`config.mk`:
```
export PLATFORM = sky130hd
export DESIGN_NAME = div_recon_seq_flat
export DESIGN_NICKNAME = d
export VERILOG_FILES = /design/src/rtl/div_recon_seq_if.sv /design/src/rtl/div_recon_seq.sv /design/src/flat_wrapper.sv
export SDC_FILE = /design/constraint.sdc
export NUM_CORES = 1
export LEC_CHECK = 0
export CAP_MARGIN = 40
export CELL_PAD_IN_SITES_DETAIL_PLACEMENT = 1
export CELL_PAD_IN_SITES_GLOBAL_PLACEMENT = 2
export CORE_UTILIZATION = 38
export CTS_CLUSTER_DIAMETER = 40
export CTS_CLUSTER_SIZE = 10
export DETAILED_ROUTE_END_ITERATION = 6
export DONT_BUFFER_PORTS = 1
export PLACE_DENSITY_LB_ADDON = 0.1
export SETUP_SLACK_MARGIN = 0.4
export SYNTH_ARGS = -nofsm -noshare
export SYNTH_HDL_FRONTEND = slang
export SYNTH_SLANG_ARGS = --single-unit
```
`constraint.sdc`:
```
create_clock -name clk -period 4.7 [get_ports clk]
set_clock_uncertainty 0.1 [all_clocks]
set_input_delay 0.94 -clock clk [delete_from_list [all_inputs] [get_ports clk]]
set_output_delay 0.94 -clock clk [all_outputs]
set_load 0.02 [all_outputs]
```
`src/rtl/div_recon_seq_if.sv`:
```
// rtl/div_recon_seq_if.sv - operand/result handshake bundle for div_recon_seq
//
// Purpose: groups the request channel (in_valid/in_ready plus the tc,
// quotient, divisor and remainder operands) and the result channel
// (out_valid/out_ready plus dividend, ovf and consistent) into one bundle.
//   master : the requester / result consumer (drives operands and out_ready)
//   slave  : the reconstruction block (drives in_ready and the results)
// Parameter width must match the width of the div_recon_seq instance.

interface div_recon_seq_if #(
    parameter int width = 8
);
    logic             in_valid;
    logic             in_ready;
    logic             tc;
    logic [width-1:0] quotient;
    logic [width-1:0] divisor;
    logic [width-1:0] remainder;
    logic             out_valid;
    logic             out_ready;
    logic [width-1:0] dividend;
    logic             ovf;
    logic             consistent;

    modport master (
        output in_valid, tc, quotient, divisor, remainder, out_ready,
        input  in_ready, out_valid, dividend, ovf, consistent
    );

    modport slave (
        input  in_valid, tc, quotient, divisor, remainder, out_ready,
        output in_ready, out_valid, dividend, ovf, consistent
    );
endinterface

```
`src/rtl/div_recon_seq.sv`:
```
// rtl/div_recon_seq.sv - sequential dividend reconstruction (q*b + r)
//
// Purpose: rebuilds dividend = quotient*divisor + remainder, one quotient bit
// per cycle, for unsigned (tc=0) or two's-complement (tc=1) operands, and
// flags when the exact result does not fit in width bits.
// Ports:
//   clk  - rising-edge clock
//   rst  - synchronous active-high reset, returns to IDLE and drops any op
//   bus  - div_recon_seq_if.slave: in_valid/in_ready + tc/quotient/divisor/
//          remainder in; out_valid/out_ready + dividend/ovf/consistent out
// Configuration macro: DIV_RECON_CHECK_EN compiles in the operand legality
// checker driving consistent; without it consistent is tied to 0.
// Timing: accept edge, width CALC cycles, one FIN cycle, then DONE holds the
// result until out_ready; a new operand set is taken one cycle after that.

module div_recon_seq #(
    parameter int width = 8
) (
    input logic            clk,
    input logic            rst,
    div_recon_seq_if.slave bus
);

    localparam int AW = 2 * width + 1;
    localparam int CW = $clog2(width + 1);

    typedef enum logic [1:0] {
        IDLE,
        CALC,
        FIN,
        DONE
    } state_t;

    state_t           state_q;
    logic [width-1:0] qsh_q;      // |quotient|, shifted left one bit per CALC cycle
    logic             neg_q;      // product sign: sign(q) xor sign(b) in tc mode
    logic [width-1:0] b_q;
    logic [width-1:0] r_q;
    logic             tc_q;
    logic [AW-1:0]    acc_q;      // |q|*|b| built MSB-first
    logic [CW-1:0]    cnt_q;
    logic             in_ready_q;
    logic             out_valid_q;
    logic [width-1:0] dividend_q;
    logic             ovf_q;

    // Operand magnitudes. -x of the most negative value wraps to 2^(width-1),
    // which is still the correct unsigned magnitude in width bits.
    logic             in_q_neg;
    logic             in_b_neg;
    logic [width-1:0] in_q_mag;
    logic             b_neg;
    logic [width-1:0] b_mag;

    assign in_q_neg = bus.tc & bus.quotient[width-1];
    assign in_b_neg = bus.tc & bus.divisor[width-1];
    assign in_q_mag = in_q_neg ? -bus.quotient : bus.quotient;
    assign b_neg    = tc_q & b_q[width-1];
    assign b_mag    = b_neg ? -b_q : b_q;

    // Shift-add step: acc = 2*acc + (next quotient bit ? |b| : 0).
    logic [AW-1:0] addend;
    logic [AW-1:0] acc_d;

    assign addend = {{(AW - width){1'b0}}, b_mag} & {AW{qsh_q[width-1]}};
    assign acc_d  = {acc_q[AW-2:0], 1'b0} + addend;

    // Final value. |q|*|b| < 2^(2*width), so the top accumulator bit is free
    // to act as the sign after negation, and adding a sign-extended remainder
    // cannot overflow AW bits: full_d is the exact result.
    logic [AW-1:0] prod;
    logic [AW-1:0] r_ext;
    logic [AW-1:0] full_d;
    logic          ovf_d;

    assign prod   = neg_q ? -acc_q : acc_q;
    assign r_ext  = {{(AW - width){tc_q & r_q[width-1]}}, r_q};
    assign full_d = prod + r_ext;

    // Signed fit: bits [AW-1:width-1] must all equal the sign.
    // Unsigned fit: nothing may be set at or above bit width.
    assign ovf_d = tc_q ? ~((&full_d[AW-1:width-1]) | ~(|full_d[AW-1:width-1]))
                        : (|full_d[AW-1:width]);

`ifdef DIV_RECON_CHECK_EN
    logic             r_neg;
    logic [width-1:0] r_mag;
    logic             cons_d;
    logic             consistent_q;

    assign r_neg  = tc_q & r_q[width-1];
    assign r_mag  = r_neg ? -r_q : r_q;
    // A real division leaves a remainder smaller than the divisor and, in
    // two's complement, carrying the dividend's sign (or zero).
    assign cons_d = (|b_q) & (r_mag < b_mag) &
                    (~tc_q | ~(|r_q) | (r_q[width-1] == full_d[AW-1]));
`endif

    always_ff @(posedge clk) begin
        if (rst) begin
            state_q      <= IDLE;
            qsh_q        <= '0;
            neg_q        <= 1'b0;
            b_q          <= '0;
            r_q          <= '0;
            tc_q         <= 1'b0;
            acc_q        <= '0;
            cnt_q        <= '0;
            in_ready_q   <= 1'b1;
            out_valid_q  <= 1'b0;
            dividend_q   <= '0;
            ovf_q        <= 1'b0;
`ifdef DIV_RECON_CHECK_EN
            consistent_q <= 1'b0;
`endif
        end else begin
            case (state_q)
                IDLE: begin
                    if (bus.in_valid && in_ready_q) begin
                        qsh_q      <= in_q_mag;
                        neg_q      <= in_q_neg ^ in_b_neg;
                        b_q        <= bus.divisor;
                        r_q        <= bus.remainder;
                        tc_q       <= bus.tc;
                        acc_q      <= '0;
                        cnt_q      <= '0;
                        in_ready_q <= 1'b0;
                        state_q    <= CALC;
                    end
                end
                CALC: begin
                    acc_q <= acc_d;
                    qsh_q <= {qsh_q[width-2:0], 1'b0};
                    cnt_q <= cnt_q + CW'(1);
                    if (cnt_q == CW'(width - 1)) begin
                        state_q <= FIN;
                    end
                end
                FIN: begin
                    dividend_q   <= full_d[width-1:0];
                    ovf_q        <= ovf_d;
`ifdef DIV_RECON_CHECK_EN
                    consistent_q <= cons_d;
`endif
                    out_valid_q  <= 1'b1;
                    state_q      <= DONE;
                end
                DONE: begin
                    // in_ready stays low here, so a request on the handshake
                    // edge waits until IDLE is visible.
                    if (bus.out_ready) begin
                        out_valid_q <= 1'b0;
                        in_ready_q  <= 1'b1;
                        state_q     <= IDLE;
                    end
                end
                default: begin
                    state_q    <= IDLE;
                    in_ready_q <= 1'b1;
                end
            endcase
        end
    end

    assign bus.in_ready  = in_ready_q;
    assign bus.out_valid = out_valid_q;
    assign bus.dividend  = dividend_q;
    assign bus.ovf       = ovf_q;
`ifdef DIV_RECON_CHECK_EN
    assign bus.consistent = consistent_q;
`else
    assign bus.consistent = 1'b0;
`endif

endmodule

```
`src/flat_wrapper.sv`:
```
// flat-port wrapper written by rule: the top's interface ports become plain ports
module div_recon_seq_flat 
#(
    parameter int width = 8
)
  (clk, rst, bus_in_valid, bus_tc, bus_quotient, bus_divisor, bus_remainder, bus_out_ready, bus_in_ready, bus_out_valid, bus_dividend, bus_ovf, bus_consistent);
  div_recon_seq_if #(.width(width)) bus_i ();
  input logic clk;
  input logic rst;
  input wire logic [$bits(bus_i.in_valid)-1:0] bus_in_valid;
  input wire logic [$bits(bus_i.tc)-1:0] bus_tc;
  input wire logic [$bits(bus_i.quotient)-1:0] bus_quotient;
  input wire logic [$bits(bus_i.divisor)-1:0] bus_divisor;
  input wire logic [$bits(bus_i.remainder)-1:0] bus_remainder;
  input wire logic [$bits(bus_i.out_ready)-1:0] bus_out_ready;
  output wire logic [$bits(bus_i.in_ready)-1:0] bus_in_ready;
  output wire logic [$bits(bus_i.out_valid)-1:0] bus_out_valid;
  output wire logic [$bits(bus_i.dividend)-1:0] bus_dividend;
  output wire logic [$bits(bus_i.ovf)-1:0] bus_ovf;
  output wire logic [$bits(bus_i.consistent)-1:0] bus_consistent;
  assign bus_i.in_valid = bus_in_valid;
  assign bus_i.tc = bus_tc;
  assign bus_i.quotient = bus_quotient;
  assign bus_i.divisor = bus_divisor;
  assign bus_i.remainder = bus_remainder;
  assign bus_i.out_ready = bus_out_ready;
  assign bus_in_ready = bus_i.in_ready;
  assign bus_out_valid = bus_i.out_valid;
  assign bus_dividend = bus_i.dividend;
  assign bus_ovf = bus_i.ovf;
  assign bus_consistent = bus_i.consistent;
  div_recon_seq #(.width(width)) u_core (.clk(clk), .rst(rst), .bus(bus_i));
endmodule
```
=== Word level (Yosys, flattened, before mapping) ===
Index checks and enable logic that the tools add are counted.

* Add/sub/neg operators: 6
* Multiply operators: 0
* Divide/modulo/power cells: 0
* Magnitude comparators: 0
* Eq/ne operators: 7
* Shift-type cells: 0
* Mux-type cells: 19
* Bitwise operators: 9
* Reductions and logical operators: 13

{| class="wikitable"
|+ Operator list
! kind !! count
|-
| 17-bit adder || 2
|-
| 17-bit 2-to-1 mux || 2
|-
| 17-bit one-hot mux with 2 select lines || 1
|-
| 8-bit 2-to-1 mux || 3
|-
| 8-bit by 17-bit bitwise AND with 17-bit output || 1
|-
| 17-bit negation || 1
|-
| 8-bit negation || 2
|-
| 8-bit one-hot mux with 2 select lines || 1
|-
| 10-bit AND reduction || 1
|-
| 10-bit OR reduction || 1
|-
| 9-bit OR reduction || 1
|-
| 2-bit one-hot mux with 4 select lines || 1
|-
| 4-bit one-hot mux with 2 select lines || 1
|-
| 2-bit 2-to-1 mux || 3
|-
| 2-bit AND reduction || 3
|-
| 3-bit AND reduction || 2
|-
| 2-bit nonzero test || 3
|-
| 4-bit by 1-bit adder with 4-bit output (second input constant) || 1
|-
| 1-bit bitwise AND || 4
|-
| 2-bit == test (second input constant) || 2
|-
| 4-bit by 3-bit == test with 1-bit output (second input constant) || 1
|-
| 1-bit 2-to-1 mux || 4
|-
| 4-bit 2-to-1 mux || 1
|-
| 2-bit by 1-bit inequality test with 1-bit output (second input constant) || 2
|-
| other kinds (8) || 10
|}

* Register bits: 60
* Bits in latches: 0
* Memory bits (writable): 0
* ROM bits: 0
* Memories: 0

=== Depth between registers and ports, before layout ===
* Depth in word-level cells: 8
* Depth in mapped cells: 14
* Gate-level depth less buffers: 13

=== Worst setup path after synthesis ===
Ideal clock, no wire load.

* Path kind: flip-flop to flip-flop
* Start: register u_core.acc_q[2]
* End: register u_core.ovf_q, in the netlist u_core.bus.ovf
* Library setup time: 131 ps
* Data arrival time: 3,263 ps
* Data required time: 4,469 ps
* Path slack: 1,206 ps
* Cell stages (with the launch flop): 13
* Path buffers: 1
* Clock period less this slack: 3,494 ps
* Path through: dfxtp_1 -> nor4_1 -> or4bb_4 -> o31ai_1 -> xnor2_1 -> ha_1 -> clkbuf_1 -> and4_1 -> a2111oi_0 -> a2111oi_0 -> o211ai_1 -> nor4_1 -> a211oi_2

* Longest elaborated chain between the ends: 8
* Elaborated cells between the ends (all ways): 10
* Classes of those cells: 2 x add/sub; 2 x mux; 3 x bitwise; 3 x reduce/logical

{| class="wikitable"
|+ Ends and longest elaborated chain
! item !! RTL line !! text
|-
| start, declared || div_recon_seq.sv:40 || <nowiki>logic [AW-1:0] acc_q;</nowiki>
|-
| start signal, assigned || div_recon_seq.sv:107 || <nowiki>acc_q <= '0;</nowiki>
|-
| start signal, assigned || div_recon_seq.sv:125 || <nowiki>acc_q <= '0;</nowiki>
|-
| start signal, assigned || div_recon_seq.sv:132 || <nowiki>acc_q <= acc_d;</nowiki>
|-
| 17-bit negation || div_recon_seq.sv:76 || <nowiki>assign prod = neg_q ? -acc_q : acc_q;</nowiki>
|-
| 17-bit 2-to-1 mux * || div_recon_seq.sv:76 ||
|-
| 17-bit adder * || div_recon_seq.sv:78 || <nowiki>assign full_d = prod + r_ext;</nowiki>
|-
| 10-bit OR reduction || div_recon_seq.sv:82 || <nowiki>assign ovf_d = tc_q ? ~((&full_d[AW-1:width-1]) | ~(|full_d[AW-1:width-1]))</nowiki>
|-
| 1-bit NOT || div_recon_seq.sv:82 ||
|-
| 1-bit OR || div_recon_seq.sv:82 ||
|-
| 1-bit NOT || div_recon_seq.sv:82 ||
|-
| 1-bit 2-to-1 mux * || div_recon_seq.sv:82 ||
|-
| end signal, assigned || div_recon_seq.sv:141 || <nowiki>ovf_q <= ovf_d;</nowiki>
|-
| end, declared || div_recon_seq.sv:45 || <nowiki>logic ovf_q;</nowiki>
|}

Mark *: on every way between the ends. The rest lies on a longest branch, timed or not.
A chain may end at the register's enable or synchronous reset.

=== Worst setup path after layout ===
Same ends and word-level chain as after synthesis.

==> impl_metrics.tcl <==
set metrics [dict create \
    synth_top_area_share 0.276 \
    whs_path_depth 2 \
    ys_ff_latch 60 \
    peakVddDrop_mv 0.238 \
    p_sw_frac 0.355 \
    grt_antenna_before_repair 0 \
    worst-setup-path-type "reg2reg" \
    final_util 0.433 \
    tightest_slew_ns 0.735 \
    crit_arrival_ns 4.08 \
    netlist.top_cell.by_area "dfxtp_1" \
    core_um2 11000 \
    synthSimpleGateAreaFrac 0.226 \
    cts_root_buf "clkbuf_16" \
    seq_area_frac_synth 0.276 \
    yosys-top-cells-area "dfxtp_1 28%, ha_1 8.9%, nand2_1 7.3%, xnor2_1 6.4%, a21oi_1 5.9%" \
    antenna_cells 0 \
    cts_made_buffers 9 \
    hold_viol 0 \
    hold_path_class "reg2reg" \
    seqPwrFrac 0.355 \
    grt_pass1_vias 3933 \
    fin_ws_ns 0.732 \
    routed_via_density 5.62 \
    setup_viol 0 \
    synth_top_family_by_area "compound AO/OA/AOI/OAI gates" \
    ant_nets 0 \
    worstPathCellList "nor3_1 -> nand3_1 -> or4_1 -> o41ai_1 -> xnor2_1 -> ha_1 -> a21o_1 -> a2111oi_0 -> a21bo_2 -> o211ai_1 -> o211ai_1 -> nor4_1 -> a211oi_2" \
    grt_overflow_total 0 \
    dp_slack_ns 0.633 \
    p_per_area_nw_per_um2 401 \
    leakagePower_uw 0.00197 \
    combPwrFrac 0.280 \
    reg2reg_depth 13 \
    p_sw_uw 677 \
    synth-xor-area-share 0.0847 \
    wirelength_mm 11.4 \
    rr_endpoint "u_core.bus.ovf" \
    post-route-drc-count 0 \
    cpMaxStageDelayCell "or4_1" \
    clk_pin_slew_ns 0.06 \
    syn-cell-area_um2 4350 \
    path_max_fanout 8 \
    status "completed" \
    cts_tree "built" \
    slew_headroom 0.510 \
    wl_per_cell_um 16.5 \
    die_width_um 109 \
    synthFlopType "dfxtp_1" \
    cts_max_level 3 \
    placed_cell_area_um2 4430 \
    syn_to_final_growth_pct 9.36 \
    start_kind "flop" \
    syn_area_per_cell_um2 7.70 \
    place_hpwl_mm 8.57 \
    synth-edff-count 0 \
    io_buffers 0 \
    fmax_mhz 252 \
    hold_start "u_core.qsh_q[1]" \
    period_needed_ns 3.97 \
    yosys.cell_types.count 60 \
    placed_cells 678 \
    dr.pass1.iters 4 \
    async_flop_share 0 \
    setup_tns_ns 0 \
    crit_required_ns 4.82 \
    nets 611 \
    clk_latency_ns 0.34 \
    pwr-share-clk 0.365 \
    critPathCaptureType "flop" \
    dr_total_vias 3896 \
    critPathTopFamily "compound AO/OA/AOI/OAI gates" \
    rsz0062_at_grt "no" \
    io_pins 41 \
    reg2reg_slack_ns 0.73 \
    grtUsageTotal 0.208 \
    grt_max_degree 54 \
    min_period_over_period 0.844 \
    reg2reg_from "u_core.acc_q[2]" \
    rows 38 \
    yosys_warnings 0 \
    min_to "u_core.qsh_q[1]" \
    cp_num_buf_inv 0 \
    synth-compound-area-share 0.243 \
    slew_violations 0 \
    initial_core_util 0.396 \
    grt_pass1_wl_mm 19.1 \
    post_cts_buffers 0 \
    place_congestion 0.824 \
    fin_area_um2 4750 \
    drive_gt1_frac 0.0524 \
    postSynthCellCount 564 \
    stdcell_count 693 \
    syn_nets 626 \
    max_stage_delay_ns 0.49 \
    cts_max_path_buffers 2 \
    p_int_uw 1230 \
    synth_fa_ha_area_frac 0.0985 \
    fp.dieH_um 109 \
    muxShareOfSynthArea 0.0256 \
    first_iter_violations 163 \
    cap_violations 0 \
    cts.sinks 60 \
    cpMostUsedCell "o211ai_1" \
    die-area_um2 11900 \
]
## cells in the mapped netlist, types with 10 or more instances
cell / number
and2_1: 10
a21o_1: 10
mux2i_1: 10
nor2_1: 47
a21oi_1: 51
and3_1: 11
inv_1: 19
xor2_1: 10
ha_1: 31
nor3_1: 16
nand2_1: 85
o21ai_0: 22
dfxtp_1: 60
xnor2_1: 32
clkbuf_1: 23
nand3_1: 10
## flip-flops by register name, indices dropped and copies added, names as in the netlist, 2 cells and up
register             count
u_core.acc_q            17
u_core.r_q               8
u_core.b_q               8
u_core.qsh_q             8
u_core.state_q           2
u_core.cnt_q             4
u_core.bus.dividend      8
## cell usage in the layout, fill, tap and decap left out, drive strengths merged, types with 2 or more instances in the layout
cell type	Yosys	routed
nand3	10	10
clkinvlp	0	2
o211ai	7	7
a21o	10	10
o21ai	23	23
a22oi	7	7
o21a	4	4
or2	2	2
nor3	16	16
o31ai	6	6
nand2	85	85
or3	4	4
o21bai	7	7
and4	2	2
ha	31	31
clkbuf	24	12
xor2	10	10
mux2i	10	10
fa	2	2
dfxtp	60	60
a31oi	6	6
a2111oi	5	5
nor2b	3	3
a21boi	4	4
a211o	4	4
a221o	4	4
and2	10	10
xnor2	32	32
or4	4	4
o2111ai	4	4
nor4	5	5
nand2b	4	4
a21oi	51	51
and3	11	11
a211oi	5	5
nand4	4	4
nor2	47	47
inv	19	19
buf	6	4
o41ai	2	2
## metrics by stage
step	power, µW	hold WS, ns
2_1_floorplan	1080	0.337
3_3_place_gp	1200	0.337
3_5_place_dp	1230	0.343
4_1_cts	1940	0.352
5_1_grt	2030	0.365
6_report	1910	0.352
## kinds of logic after synthesis
family,Yosys count
AND/OR/NAND/NOR,210
AO/OA/AOI/OAI,158
buffers and inverters,49
multiplexers,11
flip-flops,60
XOR/XNOR,42
other,1
adder cells (fa/ha/maj),33
## metal layers
| layer | track usage | part of all wire | vias to the layer above | wire length (µm) |
|---|---|---|---|---|
| met1 | 0.272 | 0.50 | 1853 | 5750 |
| met5 | 0 | 0 | - | 0 |
| met2 | 0.339 | 0.45 | 43 | 5210 |
| li1 | - | - | 1987 | - |
| met4 | 0.0666 | 0.013 | 0 | 151 |
| met3 | 0.0454 | 0.030 | 13 | 338 |
## power by group through the flow
| stage | clock network (µW) | registers (µW) | logic, µW |
|---|---|---|---|
| 3_5_place_dp | 0 | 687 | 545 |
| 3_3_place_gp | 0 | 684 | 520 |
| 4_1_cts | 716 | 677 | 547 |
| 6_report | 696 | 676 | 533 |
| 2_1_floorplan | 0 | 664 | 413 |
| 5_1_grt | 736 | 691 | 608 |
## area by class of cell
cell class | instances | area [µm²]
Inverter | 19 | 71.3
Clock buffer | 12 | 267
Tap cell | 140 | 175
Clock inverter | 3 | 45.0
Fill cell | 1342 | 6230
Timing Repair Buffer | 4 | 37.5
Multi-Input combinational cell | 455 | 2960
Sequential cell | 60 | 1200
## worst max-delay path by stage
stage / start / to / slack [ns] / depth (start not counted)
4_1_cts: u_core.acc_q[2] / u_core.bus.ovf / 0.61 / 13
3_3_place_gp: u_core.acc_q[2] / u_core.bus.ovf / 0.80 / 13
2_1_floorplan: u_core.acc_q[2] / u_core.bus.ovf / 1.21 / 12
3_5_place_dp: u_core.acc_q[2] / u_core.bus.ovf / 0.63 / 13
5_1_grt: u_core.acc_q[2] / u_core.bus.ovf / 0.40 / 13
6_report: u_core.acc_q[2] / u_core.bus.ovf / 0.73 / 13
## worst register-to-register path: stages (launching register included)
cell	delay [ns]
dfxtp_1	0.38
nor3_1	0.21
nand3_1	0.13
or4_1	0.49
o41ai_1	0.34
xnor2_1	0.18
ha_1	0.32
a21o_1	0.29
a2111oi_0	0.44
a21bo_2	0.28
o211ai_1	0.13
o211ai_1	0.13
nor4_1	0.37
a211oi_2	0.05
## repair_timing
item                       4_1_cts  5_1_grt
setup endpoints to repair        0        1
hold endpoints to repair         0        0
hold buffers                     0        0
gates resized for setup          0        2
Power figures use the tool's default switching activity.
